**config.mk**
```make
export PLATFORM = sky130hd
export DESIGN_NAME = stream_argmax
export DESIGN_NICKNAME = d
export VERILOG_FILES = /design/src/rtl/stream_argmax.sv
export SDC_FILE = /design/constraint.sdc
export NUM_CORES = 1
export LEC_CHECK = 0
export CORE_AREA = 2 2 58 60
export CTS_CLUSTER_SIZE = 20
export DETAILED_ROUTE_END_ITERATION = 6
export DIE_AREA = 0 0 60 62
export GPL_TIMING_DRIVEN = 1
export PLACE_DENSITY_LB_ADDON = 0.2
export SETUP_SLACK_MARGIN = 0.1
export SYNTH_ARGS = -nofsm -noshare
export SYNTH_HDL_FRONTEND = slang
export SYNTH_SLANG_ARGS = --single-unit
```
**constraint.sdc**
```tcl
create_clock -name clock -period 4.78 [get_ports clock]
set_clock_uncertainty 0.2 [all_clocks]
set_input_delay 1.434 -clock clock [delete_from_list [all_inputs] [get_ports clock]]
set_output_delay 1.434 -clock clock [all_outputs]
set_load 0.1 [all_outputs]
```
**src/rtl/stream_argmax.sv**
```systemverilog
// stream_argmax -- reduces each frame of N serialized class scores to the
// winning class index and its score, and emits one result word per frame.
//
// Ports:
//   clock            system clock
//   reset            synchronous, active-high reset
//   in_data          packed score word, lane d at [d*DATA_BITS +: DATA_BITS]
//   in_valid         in_data valid
//   upstream_stall   block cannot accept (high while a result is pending)
//   out_data         [15:0] winning index, [23:16] winning score (zero-ext),
//                    [31:24] frame sequence number or zero
//   out_valid        result valid
//   downstream_stall consumer not ready; result held while high
//
// Optional feature: define STREAM_ARGMAX_FRAME_SEQ_EN to place an 8-bit
// wrapping frame sequence counter in out_data[31:24]. Without it those bits
// are constant zero. Handshake and latency are identical either way.
module stream_argmax #(
  parameter int N             = 10,
  parameter int DATA_BITS     = 8,
  parameter int DATA_PER_WORD = 1,
  parameter int WORD_SIZE     = 32,
  parameter int SIGNED        = 1
) (
  input  logic                 clock,
  input  logic                 reset,
  input  logic [WORD_SIZE-1:0] in_data,
  input  logic                 in_valid,
  output logic                 upstream_stall,
  output logic [WORD_SIZE-1:0] out_data,
  output logic                 out_valid,
  input  logic                 downstream_stall
);

  // Count must hold N+DATA_PER_WORD-1 without wrapping.
  localparam int CW = $clog2(N + DATA_PER_WORD);

  localparam logic [0:0] ST_ACCUM = 1'b0;
  localparam logic [0:0] ST_EMIT  = 1'b1;

  // Flipping the sign bit maps two's complement onto offset binary, so one
  // unsigned comparator serves both orderings.
  localparam logic [DATA_BITS-1:0] SIGN_FLIP =
    (SIGNED != 0) ? (DATA_BITS'(1) << (DATA_BITS - 1)) : '0;

  logic [0:0]           r_state;
  logic [CW-1:0]        r_count;
  logic [DATA_BITS-1:0] r_max;
  logic [15:0]          r_idx;

  logic [DATA_BITS-1:0] w_max;
  logic [15:0]          w_idx;
  logic [CW-1:0]        w_count_nxt;
  logic                 w_accept;
  logic                 w_last;
  logic [7:0]           w_seq;
  logic                 w_unused_in;

  assign w_accept    = in_valid && (r_state == ST_ACCUM);
  assign w_count_nxt = r_count + CW'(DATA_PER_WORD);
  assign w_last      = (w_count_nxt >= CW'(N));

  // Lanes are chained in ascending order; a strict greater-than keeps the
  // lowest index on ties. Lanes past N are padding and are skipped.
  always_comb begin : lane_chain
    logic [15:0]          gi;
    logic [DATA_BITS-1:0] lane;
    gi    = '0;
    lane  = '0;
    w_max = r_max;
    w_idx = r_idx;
    for (int d = 0; d < DATA_PER_WORD; d++) begin
      gi   = 16'(r_count) + 16'(d);
      lane = in_data[d*DATA_BITS +: DATA_BITS];
      if (gi < 16'(N)) begin
        if ((gi == 16'd0) || ((lane ^ SIGN_FLIP) > (w_max ^ SIGN_FLIP))) begin
          w_max = lane;
          w_idx = gi;
        end
      end
    end
  end

  always_ff @(posedge clock) begin
    if (reset) begin
      r_state <= ST_ACCUM;
      r_count <= '0;
      r_max   <= '0;
      r_idx   <= '0;
    end else begin
      case (r_state)
        ST_ACCUM: begin
          if (w_accept) begin
            r_max   <= w_max;
            r_idx   <= w_idx;
            r_count <= w_count_nxt;
            if (w_last) r_state <= ST_EMIT;
          end
        end
        default: begin
          // r_max/r_idx are frozen here and double as the result register.
          if (!downstream_stall) begin
            r_state <= ST_ACCUM;
            r_count <= '0;
          end
        end
      endcase
    end
  end

`ifdef STREAM_ARGMAX_FRAME_SEQ_EN
  logic [7:0] r_seq;
  always_ff @(posedge clock) begin
    if (reset)
      r_seq <= '0;
    else if ((r_state == ST_EMIT) && !downstream_stall)
      r_seq <= r_seq + 8'd1;
  end
  assign w_seq = r_seq;
`else
  assign w_seq = 8'h00;
`endif

  assign upstream_stall = (r_state == ST_EMIT);
  assign out_valid      = (r_state == ST_EMIT);
  assign out_data       = WORD_SIZE'({w_seq, 8'(r_max), r_idx});

  // Lanes above DATA_PER_WORD*DATA_BITS carry nothing.
  assign w_unused_in = ^in_data;

endmodule

```
## Yosys cells after proc, flatten, opt, wreduce, memory -nomap -nowiden

Index checks and enable logic that the tools add are counted.
W data, S select, Z words.

- Shift operators: 0
- Multipliers: 0
- Reductions and logical operators: 6
- Mux-type cells: 7
- Equality and inequality tests: 1
- Bitwise logic cells: 3
- $lt $le $gt $ge: 3
- Add/sub/neg operators: 1
- Div/mod/pow operators: 0

Operators by type and width:

| operator | number |
|---|---|
| $logic_not A16 Y1 | 1 |
| $mux W4 | 3 |
| $gt A8 B8 Y1 | 1 |
| $add A4 B1 Y4 const B | 1 |
| $ge A4 B4 Y1 const B | 1 |
| $lt A4 B4 Y1 const B | 1 |
| $mux W1 | 4 |
| $reduce_and A4 Y1 | 1 |
| $not A1 Y1 | 3 |
| $ne A2 B2 Y1 const B | 1 |
| $reduce_and A2 Y1 | 1 |
| $reduce_bool A2 Y1 | 1 |
| $logic_and A1 B1 Y1 | 1 |
| $logic_or A1 B1 Y1 | 1 |

- Bits of input ports: 36
- Memory bits (read-only): 0
- Memories: 0
- Memory bits (writable): 0
- Bits in registers: 17
- Bits in latches: 0

## Logic depth before layout (Yosys ltp)

- Depth in word-level cells: 5
- Mapped depth: 8

## Worst setup path before layout

OpenSTA, ideal clock, no wires.

- Path type: register to output
- From: register r_state, in the netlist out_valid
- To: output port upstream_stall
- Data arrival time: 1.452 ns
- Slack: 1.694 ns
- Stages on the path, launching flop included: 2
- Path through: dfxtp_1 > buf_4

RTL lines:

| element | line | source |
|---|---|---|
| from (decl) | 46 | `logic [0:0] r_state;` |
| from (signal assigned) | 86 | `r_state <= ST_ACCUM;` |
| from (signal assigned) | 97 | `if (w_last) r_state <= ST_EMIT;` |
| from (signal assigned) | 103 | `r_state <= ST_ACCUM;` |
| to (decl) | 29 | `output logic upstream_stall,` |

No word-level cell between the ends.

## Final worst setup path

- From: register r_state, in the netlist out_valid
- To: output port out_valid

RTL lines:

| element | line | source |
|---|---|---|
| to (decl) | 31 | `output logic out_valid,` |

No word-level cell between the ends.

==> metrics.yaml <==
routing:
  met2RoutedLength_um: 954
  detailroute.via_count: 866
  met3WireLength_um: 97
  wl_met1_um: 914
  routedWlPerCell_um: 9.76
  detailedRoute.firstIterationViolations: 30
  route.top_layer_used: "met4"
  drt.antenna.violating_nets: 0
  drt-vias-per-instance: 4.27
  finalWirelength_um: 1980
  detailedRoute.firstPassIterationCount: 4
  drcViolationCount: 0
logic_synthesis:
  syn_inst: 133
  asr_flop_ratio_synth_pct: 0
  syn_avg_cell_area_um2: 9.03
  yosys_register_bits: 17
  dominant_cell_type_by_area_after_synthesis: "sky130_fd_sc_hd__dfxtp_1"
  synth-seq-area-share_pct: 28.3
  post_synth_main_area_contributors: "sky130_fd_sc_hd__dfxtp_1 (28%), sky130_fd_sc_hd__buf_4 (13%), sky130_fd_sc_hd__nand2b_1 (12%)"
  yosysTopAreaCellShare_pct: 28.3
  synth.most_common_cell: "sky130_fd_sc_hd__nand2b_1"
  synth_enable_flop_cells: 0
  synth_area_mm2: 0.00120
  yosysWarningCount: 0
  synth_top_flop_cell: "sky130_fd_sc_hd__dfxtp_1"
  ys_types: 29
  netlist_top_cells_count: "sky130_fd_sc_hd__nand2b_1 (23), sky130_fd_sc_hd__buf_4 (21), sky130_fd_sc_hd__dfxtp_1 (17)"
placement:
  dpl_worst_slack_ns: 0.999
  io_buffer_count: 25
  detailedPlacementHpwl_um: 1550
  gpl.final_weighted_congestion: 0.800
  placed_cells: 199
final_layout:
  sequential_cell_area_um2: 340
  final-instance-count-excl-fill: 203
  final_layout_size_suffix_gt1_share_pct: 4.46
  nNetsFinal: 205
  antenna-diode-count: 0
  multi_input_logic_area_um2: 714
  layout_overhead_on_the_synthesized_area_pct: 19.4
  fillCellCount: 323
sta:
  report.final.setup_viol: 0
  max_slew_margin_pct: 34.9
  postLayoutSetupSlackWorst_ns: 1.20
  fin_tns_setup_ns: 0
  timing.final.crit_period_ns: 3.58
  rsz0062_at_grt: "false"
  fin_crit_sh_pct: 74.8
  maximum_operating_frequency_ghz: 0.280
  hold-worst-slack_ns: 0.287
  tightest_pin_transition_ns: 0.973
  maxSlewViolCount: 0
  report.final.hold_viol_count: 0
grt:
  grt_pass1_wl_um: 3310
  first_global_vias: 785
  overflow: 0
  antenna_found_initial: 0
  grt_use_total_pct: 11.7
  grt_max_degree: 30
power:
  irDropWorstVdd_mv: 0.0751
  power.density_mw_per_mm2: 300
  power.leakage_uw: 0.000599
clock_tree:
  cts.hold.buffers_added: 0
  tritoncts: "built"
  post-cts-setup-buffers: 0
  htree_levels: 1
  postCtsResizedCells: 0
  clk_pin_slew_ns: 0.11
  clockBufferDepth: 2
  numClockSinks: 17
  cts.root.buffer_cell: "sky130_fd_sc_hd__clkbuf_4"
  clkLatencyLatePin_ns: 0.29
  numCtsBuffers: 3
job:
  max_cap_violations: 0
setup_path:
  timing.critical_path.cells: "clkdlybuf4s50_1"
  critPathRequiredTime_ns: 3.15
  slowest_delay_ns: 1.18
  path_max_fanout: 8
  critical_path.n_buffers_inverters: 1
  worst_reg2reg_startpoint: "r_max[1]"
  path_depth_of_the_worst_reg2reg_path: 8
  cp.depth: 1
  regToRegSetupSlack_ns: 2.59
  critPathArrivalTime_ns: 1.94
  timing.critical_path.from: "out_valid"
  setup.worst_path.start_class: "flip-flop"
  reg2reg_to: "r_idx[3]"
  criticalPathCategory: "reg2out"
  critical_path.endpoint: "out_valid"
  crit_path_top_delay_cell: "sky130_fd_sc_hd__clkdlybuf4s50_1"
  worst_path_dominant_cell_family: "buffers and inverters"
  critical_path.endpoint_type: "primary output"
floorplan:
  floorplan.core_area_mm2: 0.00318
  standard_cell_row_count: 21
  floorplan.initialDensity_pct: 37.8
  die_area_mm2: 0.00372
  die_width_um: 60
  die_height_um: 62
  io_pins: 70
min_path:
  holdCritPathClass: "reg2reg"
run_status:
  run_status: "completed"
[state kept, by name (all words and copies together), names as in the netlist]
name	cells
r_max	8
r_count	4
r_idx	4
out_valid	1
[metal layers]
metal	global-route usage, %	vias up
met5	0	-
met4	5.71	0
met3	2.48	2
met2	20.3	21
met1	13.6	389
li1	-	454
[cells in the final DEF, fill, tap and decap left out]
cell type | netlist | routed
sky130_fd_sc_hd__nand2b_1 | 23 | 23
sky130_fd_sc_hd__inv_1 | 10 | 10
sky130_fd_sc_hd__a21oi_2 | 1 | 1
sky130_fd_sc_hd__a2111oi_4 | 1 | 1
sky130_fd_sc_hd__nor3_1 | 1 | 1
sky130_fd_sc_hd__nand4_1 | 2 | 2
sky130_fd_sc_hd__o21ai_0 | 2 | 2
sky130_fd_sc_hd__buf_4 | 21 | 1
sky130_fd_sc_hd__o311ai_1 | 1 | 1
sky130_fd_sc_hd__clkbuf_1 | 3 | 1
sky130_fd_sc_hd__a21oi_1 | 5 | 5
sky130_fd_sc_hd__nor2_1 | 5 | 5
sky130_fd_sc_hd__dfxtp_1 | 17 | 17
sky130_fd_sc_hd__or2b_1 | 1 | 1
sky130_fd_sc_hd__and2b_1 | 1 | 1
sky130_fd_sc_hd__nand2_1 | 2 | 2
sky130_fd_sc_hd__o211ai_1 | 1 | 1
sky130_fd_sc_hd__a21o_1 | 2 | 2
sky130_fd_sc_hd__o311ai_0 | 1 | 1
sky130_fd_sc_hd__clkdlybuf4s50_1 | 0 | 25
sky130_fd_sc_hd__xor2_1 | 2 | 2
sky130_fd_sc_hd__a22oi_1 | 1 | 1
sky130_fd_sc_hd__ha_1 | 11 | 11
sky130_fd_sc_hd__nor2b_1 | 1 | 1
sky130_fd_sc_hd__clkbuf_4 | 0 | 3
sky130_fd_sc_hd__nor3b_2 | 1 | 1
sky130_fd_sc_hd__mux2i_1 | 13 | 13
sky130_fd_sc_hd__a311oi_1 | 1 | 1
sky130_fd_sc_hd__nand3_1 | 1 | 1
sky130_fd_sc_hd__conb_1 | 1 | 20
[through the flow]
stage | area [µm²] | utilization, % | total power, µW
floorplan | 1270 | - | 337
global placement | 1410 | 44.3 | 354
detailed placement | 1410 | 44.3 | 355
CTS | 1430 | 45.1 | 437
global route | 1430 | 45.1 | 455
finish | 1430 | 45.1 | 430
[cells by family (layout without fill, tap and decap cells)]
logic type	count (synthesis)	count (layout)	synth area share, %
AOI/OAI and AO/OA	16	16	10.6
xor gates and xnor gates	2	2	1.46
adders and majority gates	11	11	11.5
buffers and inverters	35	40	18.1
DFF	17	17	28.3
muxes	13	13	10.8
other	1	20	0.312
and+or+nand+nor	38	38	18.9
[cell type report]
type | instances | share of cell area (%)
flip-flops and latches | 17 | 23.7
multi-input cells | 100 | 49.8
clock buffers | 4 | 1.83
repair buffers | 26 | 18.0
well taps | 46 | 4.01
inverters | 10 | 2.62
[where the power goes]
| part | internal (µW) | switching [µW] | total (µW) |
|---|---|---|---|
| clock | 32.4 | 46.7 | 79.2 |
| combinational | 45.6 | 149 | 194 |
| sequential | 150 | 7.02 | 157 |
| total | 228 | 202 | 430 |
[how the worst min path moves through the flow]
stage / startpoint / to / slack (ns) / depth (start not counted)
floorplan: r_count[1] / r_idx[1] / 0.30 / 2
global placement: r_idx[3] / r_idx[3] / 0.27 / 2
detailed placement: r_idx[0] / r_idx[0] / 0.27 / 2
CTS: r_idx[0] / r_idx[0] / 0.29 / 2
global route: r_max[6] / r_max[6] / 0.31 / 2
finish: r_idx[1] / r_idx[1] / 0.29 / 2
(Power assumes the default switching activity.)
==> RTL change 1 (same settings) <==
Add a define of `STREAM_ARGMAX_FRAME_SEQ_EN`.
--- a/src/rtl/stream_argmax.sv
+++ b/src/rtl/stream_argmax.sv
@@ -17,2 +17,4 @@
 // are constant zero. Handshake and latency are identical either way.
+`define STREAM_ARGMAX_FRAME_SEQ_EN
+
 module stream_argmax #(
Function: same outputs for any inputs over 10 cycles, from zero or initial values and one cycle with reset high; that may be too few to reach the edited logic, so the function may still have changed.
==> RTL change 1 against the original RTL <==
  * Via count is 32% higher
  * Global-route usage is 3.6 points higher
  * Sequential cell count is 8 higher
  * First-iteration DRC count is 6.7% lower
  * Area after synthesis is 27% higher
  * Final area is 28% higher
  * Total power is 15% higher
  * Fmax is 0.35% lower
  * Routed wire length is 31% higher
  * Critical endpoint unchanged
  * Largest power group is now sequential cells
  * Largest cell class unchanged
  * Register-to-register slack better by 0.07 ns
  * Sequential power is 43% higher
  * Critical path depth stayed put
  * Non-clock buffer count is 7 higher
  * Setup slack worse by 0.013 ns
==> RTL change 1: results (changes against the original RTL) <==
numCtsBuffers: 3  # unchanged
portBuffers: 33  # was 25
reg2reg_to: "r_max[2]"  # was r_idx[3]
wire_per_inst_um: 10.6  # was 9.76 um
clk_pin_slew_ns: 0.15  # was 0.11 ns
dp_hpwl_um: 1990  # was 1550 um
place_inst: 239  # was 199
fin_nets: 246  # was 205
fill_cells: 290  # was 323
critPathTopFamily: "buffers and inverters"  # unchanged
synth.distinct_cells: 33  # was 29
r2r_cells: 7  # was 8
clock_path_buffers: 2  # unchanged
post_cts_buffers: 0  # unchanged
vdd_drop_max_v: 0.000144  # was 0.0000751 V
synthArstFlopShare: 0  # unchanged
critPathArrivalTime_ns: 1.95
outcome: "finished clean"  # unchanged
grt_max_degree: 38  # was 30
syn_inst: 169  # was 133
grt_pass1_wl_um: 4330  # was 3310 um
r2r-start: "r_count[0]"  # was r_max[1]
clk-insertion-delay-late_ns: 0.32  # was 0.29 ns
htreeDepth: 1  # unchanged
grt_use_total: 0.153  # was 0.117
drt-pass1-iter-count: 4  # unchanged
cp_max_fo: 8  # unchanged
design_area_mm2: 0.00183  # was 0.00143 mm^2
hp-start: "r_idx[0]"  # was r_idx[1]
critPathSlowestCell: "clkdlybuf4s50_1"  # unchanged
yosysSeqAreaShare: 0.328  # was 0.283
holdWs_ns: 0.291  # was 0.287 ns
gp_congestion: 0.812  # was 0.800
synth.top_cells.by_count: "25 x dfxtp_1, 22 x nand2b_1, 14 x buf_4, 14 x nor2_1, 13 x mux2i_1"  # was 23 x nand2b_1, 21 x buf_4, 17 x dfxtp_1, 13 x mux2i_1, 11 x ha_1
hp-class: "reg2reg"  # unchanged
synth_area_leaders: "dfxtp_1 33%, ha_1 9.8%, nand2b_1 9.0%"  # was dfxtp_1 28%, buf_4 13%, nand2b_1 12%
cts_resized: 0  # unchanged
hold_end: "r_idx[0]"  # was r_idx[1]
vias: 1145  # was 866
total_leakage_power_nw: 0.717  # was 0.599 nW
grt_pass1_vias: 1036  # was 785
worst_pin_slew_ns: 1.03  # was 0.973 ns
top_regs: "r_max: 8 flops, r_seq: 8 flops"  # was r_max: 8 flops, r_count: 4 flops, r_idx: 4 flops
drive_above_1_share: 0.0457  # was 0.0446
r2r_slack_ns: 2.66  # was 2.59 ns
dp_slack_ns: 1.08  # was 0.999 ns
via_per_inst: 4.71  # was 4.27
drt_iter0_drc: 28  # was 30
hold_depth: 2  # unchanged
cpPeakStageDelay_ns: 1.18  # about the same
antenna_found_initial: 0  # unchanged
==> RTL change 1: cell count changes after synthesis, sizes merged, moves of 3 or more <==
| cell | delta |
|---|---|
| nand2 | +5 |
| nor2 | +9 |
| or3 | +3 |
| xor2 | +3 |
| nand4 | +4 |
| buf | -6 |
| dfxtp | +8 |
==> RTL change 1: kinds of logic after synthesis <==
group,count (synthesis),synth area share
mux,13,0.0853
simple gates,63,0.231
flops,25,0.328
xor+xnor,7,0.0402
fa+ha+maj,12,0.0984
buf+inv,30,0.124
other cells,1,0.00246
compound gates,18,0.0902
==> RTL change 1: routing by layer <==
layer / track usage / vias up / wire, um
li1: - / 596 / -
met1: 0.193 / 517 / 1220
met2: 0.262 / 28 / 1240
met3: 0.0248 / 4 / 103
met4: 0.0571 / 0 / 28
met5: 0 / - / 0
==> RTL change 1: final cells by class <==
cell class	count	area share
Tap cell	46	0.0314
Sequential cell	25	0.273
Inverter	10	0.0205
Multi-Input combinational cell	125	0.478
Clock buffer	3	0.0123
Timing Repair Buffer	33	0.180
Clock inverter	1	0.00410
==> RTL change 1: worst max path at each step <==
stage | from | end | slack (ns) | depth (start not counted)
2_1_floorplan | out_valid | upstream_stall | 1.70 | 1
3_3_place_gp | in_data[7] | r_idx[0] | 1.13 | 7
3_5_place_dp | in_data[7] | r_max[2] | 1.08 | 7
4_1_cts | out_valid | upstream_stall | 1.18 | 1
5_1_grt | out_valid | out_valid | 1.10 | 1
6_report | out_valid | out_valid | 1.19 | 1
==> RTL change 1: worst min-delay path, stage by stage (launching register included) <==
cell	delay (ns)
dfxtp_1	0.34
nand2b_1	0.07
mux2i_1	0.06
==> RTL change 1: report_power, final <==
part           switching [mW]  internal, mW  total, mW
clock network          0.0677        0.0320     0.0997
logic                   0.124        0.0461      0.170
registers             0.00754         0.217      0.224
==> RTL change 2 (config.mk and constraints unchanged) <==
Without the edit above. Change the parameter `SIGNED` from 1 to 0.
--- a/src/rtl/stream_argmax.sv
+++ b/src/rtl/stream_argmax.sv
@@ -22,3 +22,3 @@
   parameter int WORD_SIZE     = 32,
-  parameter int SIGNED        = 1
+  parameter int SIGNED        = 0
 ) (
Check against the original RTL: not equivalent (Yosys sat finds a counterexample within 4 cycles, from zero or initial values and one cycle with reset high).
==> RTL change 2 against the original RTL <==
  * Register-to-register slack worse by 0.09 ns
  * Final area decreased by 0.35%
  * Total power is 1.3% lower
  * Setup slack improved by 0.078 ns
  * Sequential cell count is the same
  * Area after synthesis fell by 0.42%
  * Hold slack worse by 0.0042 ns
  * Routed wire length stayed put
  * Critical endpoint is now upstream_stall
==> RTL change 2: results (changes against the original RTL) <==
fin_cells: 203  # unchanged
antenna_cells: 0  # unchanged
grt_pass1_vias: 790  # was 785
grt_use_total: 0.122  # was 0.117
critPathSlowestCell: "clkdlybuf4s50_1"  # unchanged
synth-xor-area-share: 0.0146  # about the same
yosys.area_share.adder: 0.115  # about the same
htreeDepth: 1  # unchanged
numCtsBuffers: 3  # unchanged
dpl_cell_area_mm2: 0.00140  # was 0.00141 mm^2
outcome: "finished clean"  # unchanged
vdd_drop_max_v: 0.0000859  # was 0.0000751 V
fin_nets: 205  # unchanged
p_sw_uw: 199  # was 202 uW
drive_above_1_share: 0.0446  # unchanged
clockRootBuffer: "clkbuf_4"  # unchanged
clock_path_buffers: 2  # unchanged
drt_iter0_drc: 12  # was 30
post_cts_buffers: 0  # unchanged
drt-pass1-iter-count: 4  # unchanged
critPathTopFamily: "buffers and inverters"  # unchanged
top_regs: "r_max: 8 flops, r_count: 4 flops, r_idx: 4 flops"  # unchanged
hp-class: "reg2reg"  # unchanged
antenna_found_initial: 0  # unchanged
cpPeakStageDelay_ns: 1.16  # was 1.18 ns
total_leakage_power_nw: 0.597  # was 0.599 nW
cp_max_fo: 6  # was 8
worst_pin_slew_ns: 0.971  # was 0.973 ns
cts_resized: 0  # unchanged
grt_pass1_wl_um: 3420  # was 3310 um
yosys_warnings: 0  # unchanged
grt_max_degree: 30  # unchanged
hold_viol: 0  # unchanged
syn_avg_cell_area_um2: 8.99  # was 9.03 um^2
synth-compound-area-share: 0.106  # about the same
synth.top_cells.by_count: "23 x nand2b_1, 21 x buf_4, 17 x dfxtp_1, 12 x mux2i_1, 11 x ha_1"  # was 23 x nand2b_1, 21 x buf_4, 17 x dfxtp_1, 13 x mux2i_1, 11 x ha_1
synth_top_area_share: 0.285  # was 0.283
wire_per_inst_um: 9.76  # unchanged
muxShareOfSynthArea: 0.100  # was 0.108
critPathArrivalTime_ns: 1.86  # was 1.94 ns
synthArstFlopShare: 0  # unchanged
portBuffers: 25  # unchanged
dp_hpwl_um: 1570  # was 1550 um
clk_pin_slew_ns: 0.10
yosysSeqAreaShare: 0.285  # was 0.283
route.detailed.drc: 0  # unchanged
clk-insertion-delay-late_ns: 0.29  # about the same
via_per_inst: 4.28  # was 4.27
gp_congestion: 0.759  # was 0.800
synth_area_leaders: "dfxtp_1 28%, buf_4 13%, nand2b_1 12%"  # unchanged
synth.distinct_cells: 31  # was 29
==> RTL change 2: power by group through the flow <==
stage                     sequential [mW]  combinational, mW  clock, mW
after floorplan                     0.203              0.128          0
after global placement              0.159              0.188          0
after detailed placement            0.160              0.190          0
after CTS                           0.156              0.190     0.0835
after global routing                0.157              0.201     0.0901
final                               0.156              0.189     0.0799
==> RTL change 2: layout make-up <==
type                    count  area, um^2
fillers                   325        1750
multi-input cells         100         709
repair buffers             26         258
clock buffers               4        26.3
flip-flops and latches     17         340
inverters                  10        37.5
well taps                  46        57.6
==> RTL change 2: layer usage <==
layer | wire length [um] | GRT usage
met5 | 0 | 0
met4 | 28 | 0.0476
met3 | 102 | 0.0331
met2 | 966 | 0.207
met1 | 883 | 0.148
==> RTL change 2: path summary, 6_finish.rpt <==
check	startpoint	to	slack (ns)	cells past startpoint
setup / recovery	out_valid	upstream_stall	1.28	1
hold reg to reg	r_idx[2]	r_idx[2]	0.28	2
hold / removal	r_idx[2]	r_idx[2]	0.28	2
setup reg to reg	r_max[7]	r_max[2]	2.50	8
==> RTL change 2: stage by stage <==
step           setup slack, ns  hold WS (ns)
2_1_floorplan             1.73         0.302
3_3_place_gp             0.964         0.265
3_5_place_dp             0.973         0.273
4_1_cts                   1.26         0.290
5_1_grt                   1.12         0.309
6_report                  1.28         0.283
==> RTL change 2: cell families after synthesis <==
logic type | Yosys count
muxes | 12
adders and majority gates | 11
buffers and inverters | 35
DFF | 17
AOI/OAI and AO/OA | 16
xor gates and xnor gates | 2
and+or+nand+nor | 39
other | 1
